### src/rtl/pipeline_ctrl.sv
// Stall/flush sequencer for the 5-stage pipeline: hazard priority,
// PC redirect, DMEM timeout watchdog and saturating perf counters.
module pipeline_ctrl #(
    parameter int DATA_WIDTH   = 64,
    parameter int DMEM_TIMEOUT = 255,
    parameter int CNT_WIDTH    = 32
) (
    input  logic                  clk,
    input  logic                  reset,
    input  logic                  mem_hazard,
    input  logic                  mispredict,
    input  logic [DATA_WIDTH-1:0] target_ex,
    input  logic                  imem_ready,
    input  logic                  dmem_busy,
    input  logic                  halt_wb,
    output logic                  stall_if,
    output logic                  stall_id,
    output logic                  stall_ex,
    output logic                  stall_mem,
    output logic                  flush_ifid,
    output logic                  flush_idex,
    output logic                  flush_memwb,
    output logic                  redirect_valid,
    output logic [DATA_WIDTH-1:0] redirect_pc,
    output logic                  halted,
    output logic                  timeout_err,
    output logic [CNT_WIDTH-1:0]  stall_cycles,
    output logic [CNT_WIDTH-1:0]  flush_count
);

    typedef enum logic [1:0] {
        RUN,
        LOAD_BUBBLE,
        DMEM_WAIT,
        HALT
    } state_e;

    localparam int WCW = $clog2(DMEM_TIMEOUT) + 1;
    localparam logic [WCW-1:0] TO_M1 = WCW'(DMEM_TIMEOUT - 1);

    state_e               state_q, state_d;
    logic [WCW-1:0]       wait_q, wait_d;
    logic                 tmo_q, tmo_d;
    logic [CNT_WIDTH-1:0] sc_q, fc_q;
    logic                 sc_inc, fc_inc;
    logic                 hz;

    always_comb begin
        stall_if       = 1'b0;
        stall_id       = 1'b0;
        stall_ex       = 1'b0;
        stall_mem      = 1'b0;
        flush_ifid     = 1'b0;
        flush_idex     = 1'b0;
        flush_memwb    = 1'b0;
        redirect_valid = 1'b0;
        fc_inc         = 1'b0;
        hz             = 1'b0;
        state_d        = state_q;
        wait_d         = wait_q;
        tmo_d          = tmo_q;
        if (reset) begin
            flush_ifid  = 1'b1;
            flush_idex  = 1'b1;
            flush_memwb = 1'b1;
        end else if (state_q == HALT) begin
            stall_if  = 1'b1;
            stall_id  = 1'b1;
            stall_ex  = 1'b1;
            stall_mem = 1'b1;
        end else if (halt_wb) begin
            state_d = HALT;
            wait_d  = '0;
        end else if (dmem_busy) begin
            stall_if    = 1'b1;
            stall_id    = 1'b1;
            stall_ex    = 1'b1;
            stall_mem   = 1'b1;
            flush_memwb = 1'b1;
            wait_d      = wait_q + WCW'(1);
            if (wait_q >= TO_M1) begin
                state_d = HALT;
                tmo_d   = 1'b1;
            end else begin
                state_d = DMEM_WAIT;
            end
        end else begin
            wait_d  = '0;
            state_d = RUN;
            if (mispredict) begin
                redirect_valid = 1'b1;
                flush_ifid     = 1'b1;
                flush_idex     = 1'b1;
                fc_inc         = 1'b1;
            end else begin
                // The bubble cycle masks the still-asserted hazard once.
                hz         = mem_hazard && (state_q != LOAD_BUBBLE);
                stall_if   = hz || !imem_ready;
                stall_id   = hz;
                flush_idex = hz;
                flush_ifid = !imem_ready && !hz;
                if (hz) begin
                    state_d = LOAD_BUBBLE;
                end
            end
        end
    end

    assign sc_inc       = stall_if && !reset && (state_q != HALT);
    assign redirect_pc  = target_ex;
    assign halted       = (state_q == HALT);
    assign timeout_err  = tmo_q;
    assign stall_cycles = sc_q;
    assign flush_count  = fc_q;

    always_ff @(posedge clk) begin
        if (reset) begin
            state_q <= RUN;
            wait_q  <= '0;
            tmo_q   <= 1'b0;
            sc_q    <= '0;
            fc_q    <= '0;
        end else begin
            state_q <= state_d;
            wait_q  <= wait_d;
            tmo_q   <= tmo_d;
            if (sc_inc && (sc_q != '1)) begin
                sc_q <= sc_q + CNT_WIDTH'(1);
            end
            if (fc_inc && (fc_q != '1)) begin
                fc_q <= fc_q + CNT_WIDTH'(1);
            end
        end
    end

endmodule
### config.mk
export PLATFORM = sky130hd
export DESIGN_NAME = pipeline_ctrl
export DESIGN_NICKNAME = d
export VERILOG_FILES = /design/src/rtl/pipeline_ctrl.sv
export SDC_FILE = /design/constraint.sdc
export NUM_CORES = 1
export LEC_CHECK = 0
export CAP_MARGIN = 30
export CORE_UTILIZATION = 37
export DETAILED_ROUTE_END_ITERATION = 16
export PLACE_DENSITY = 0.78
export SLEW_MARGIN = 20
export SYNTH_ARGS = -nofsm -noshare
export SYNTH_HDL_FRONTEND = slang
export SYNTH_SLANG_ARGS = --single-unit
export TNS_END_PERCENT = 5
### constraint.sdc
create_clock -name clk -period 2.5 [get_ports clk]
set_clock_uncertainty 0.1 [all_clocks]
set_input_delay 0.625 -clock clk [delete_from_list [all_inputs] [get_ports clk]]
set_output_delay 0.625 -clock clk [all_outputs]
set_load 0.02 [all_outputs]
==> impl_results.md <==
* Drc violations at 0
* Core area at 10840 sq um
* FP Rows at 38
* Mapped Cells at 499
* Maximum clock path buffer count at 2
* Post-layout util at 0.4636
* Clk root buf: clkbuf_8
* LEAKAGE at 1.796 nW
* CP max FO at 4
* CTS tree: built
* Worst-Skew Late Latency at 0.34 ns
* GRT Overall Usage at 0.1698
* Drt pass-1 iters at 4
* Hold Vio Cnt, Final at 0
* Status: complete, no violations
* Worst setup path class: input port to output pin
* HP Class: flop to flop
* Top cells by area, synth: dfxtp_1 (37%), buf_4 (12%), xor2_1 (7.0%)
* Multiplexer area fraction after synthesis at 0.007617
* Syn Nets at 574
* DRT antenna net count at 0
* Inserted Clock Buffers at 9
* Number of global-route vias before repair at 3380
* Hold_ws at 0.3862 ns
* Ys Warns at 0
* Rel. slew slack at 0.5632
* Die H at 107.4 um
* Slew Viols, Final at 0
* Initial core utilization at 0.3788
* CP Launch Type: input port
* DRT Wirelength at 9.736 mm
* Share of cells above drive strength 1 at 0.1245
* Final Worst Setup Slack at 0.05231 ns
* XOR/XNOR share of the synthesized area at 0.1130
* Final GP Congestion at 0.8428
* Synth Flop Type: dfxtp_1
* Port bufs at 80
* Post-route cell area at 5026 sq um
* Critical path arrival at 1.72 ns
* Worst Setup End Kind: output pin
* CTS Hold Bufs at 0
* Fin Setup TNS at 0 ns
* Compound-cell area share of the yosys netlist at 0.06856
* Register area share after synthesis at 0.3705
* Leading area contributor after synthesis: dfxtp_1
* Adder-cell share of the synthesized area at 0.01219
* Dpl cell area at 4741 sq um
* Post-synth EDFFs at 0
* Yosys cell types at 45
* Worst VDD drop at 0.0003074 V
* Setup WS pre-CTS at -0.6501 ns
* Crit path time final at 2.448 ns
* DP HPWL at 7.026 mm
* Drt initial violations at 183
* Netlist Area Pre-Place at 4106 sq um
* Vias/cell at 5.154
* Slew @ Worst Pin at 0.6551 ns
* RSZ-0062 raised after global routing: true
* Vias at 3541
* Pwr/cell area at 496.6 nW/um^2
* Simple-Gate Fraction of Synth Area at 0.2858
* Initial antenna violation count at 1
* Global route total overflow at 0
* Worst EP required at 1.77 ns
* Synth Area per Inst at 8.229 sq um
* Synth Register Bits at 76
* H-tree depth at 3
* DIE AREA at 11520 sq um
* Largest family of logic cells by synthesized area: simple AND/OR/NAND/NOR gates
* Average wire per standard cell at 14.17 um
* First-pass GRT wire length at 15.65 mm
* Synthesis-to-layout area growth at 22.39%
* Nets at 616
* Clock sinks at 76
* Crit share post-route at 0.9791
* Ports at 209
* Synth async-reset ratio at 0
* Clock transition at the registers of the reported paths at 0.09 ns
* Max Cap Viol at 0
* Die W at 107.4 um
* Final setup viols at 0
* Fmax at 0.4085 GHz
* Largest net degree at the start of global routing at 65
* Synth top area share at 0.3705
==> state kept, by name, indices dropped and copies added, names as in the netlist <==
register,count
stall_cycles,32
state_q,2
wait_q,9
timeout_err,1
flush_count,32
==> layout make-up <==
class                           instances  area [sq um]
Clock buffer                            9         123.9
Fill cell                            1020          5814
Sequential cell                        76          1521
Antenna cell                            1         2.502
Tap cell                              140         175.2
Clock inverter                          7         123.9
Inverter                                8         30.03
Multi-Input combinational cell        335          2051
Timing Repair Buffer                  111         998.5
==> metal layers <==
| layer | vias to the layer above | GRT usage | part of all wire |
|---|---|---|---|
| li1 | 1736 | - | - |
| met1 | 1667 | 0.2076 | 0.43 |
| met2 | 103 | 0.2733 | 0.47 |
| met3 | 35 | 0.04116 | 0.068 |
| met4 | 0 | 0.09393 | 0.033 |
| met5 | - | 0 | 0 |
==> cell usage after synthesis, types with 2 or more instances <==
library cell   n
mux2i_1        2
nor4_1        10
nand3_1       26
buf_2          2
o21ai_0       12
ha_1           4
clkbuf_1      12
xor2_1        33
nand2b_1       7
a31oi_1        3
or3_1         10
and3_1        14
o31ai_1        2
and4_1         7
nor2_1        69
buf_4         65
and2_1         6
nand4_1       22
inv_1          8
nand2_1       34
or4_1          4
xnor2_1       20
a21o_1         3
nor3_1        10
dfxtp_1       76
a21oi_1       17
nor3b_1        2
nor2b_1        2
==> power by group <==
| group | internal [mW] | switching (mW) | leakage [nW] | total, mW |
|---|---|---|---|---|
| Clock | 0.670 | 0.471 | 0.120 | 1.14 |
| Combinational | 0.0519 | 0.0796 | 1.06 | 0.131 |
| Sequential | 1.22 | 0.00744 | 0.613 | 1.22 |
==> repair_timing <==
action	in CTS	in global routing
endpoints found under the setup margin	29	23
gates resized for setup	25	11
setup buffers	2	0
endpoints found under the hold margin	0	0
pin swaps	6	2
==> worst max-delay path, stage by stage <==
cell	delay, ns
clkdlybuf4s50_1	0.48
nand2_1	0.12
a21oi_1	0.17
clkdlybuf4s15_1	0.33
==> kinds of logic after synthesis <==
| logic type | Yosys count |
|---|---|
| compound gates | 46 |
| simple gates | 229 |
| fa+ha+maj | 4 |
| flops | 76 |
| xor+xnor | 53 |
| buf+inv | 88 |
| mux | 3 |
==> cells in the final DEF, fill, tap and decap left out, types with 3 or more instances in the layout <==
cell type        count
dfxtp_1             76
nor2_1              69
clkdlybuf4s50_1     68
nand2_1             34
xor2_1              33
buf_4               31
nand3_1             26
nand4_1             22
xnor2_1             20
a21oi_1             16
and3_1              14
o21ai_0             12
nor3_1              10
clkbuf_8             9
inv_1                8
or3_1                8
nor4_1               8
nand2b_1             7
and4_1               7
and2_1               6
ha_1                 4
clkbuf_2             4
dlygate4sd2_1        4
or3_4                3
a21o_1               3
or4_1                3
a31oi_1              3
bufinv_16            3
==> worst paths after layout <==
path,startpoint,slack (ns),cells after the start,end
setup / recovery,mem_hazard,0.05,4,flush_idex
hold / removal,timeout_err,0.39,2,timeout_err
setup reg to reg,stall_cycles[19],0.23,7,stall_cycles[5]
hold reg to reg,timeout_err,0.39,2,timeout_err
==> metrics by stage <==
step | power [mW] | instances
finish | 2.496 | 687
global route | 2.589 | 687
detailed placement | 1.389 | 668
global placement | 1.386 | 668
floorplan | 1.472 | 499
CTS | 2.532 | 686
(Power assumes the default switching activity.)
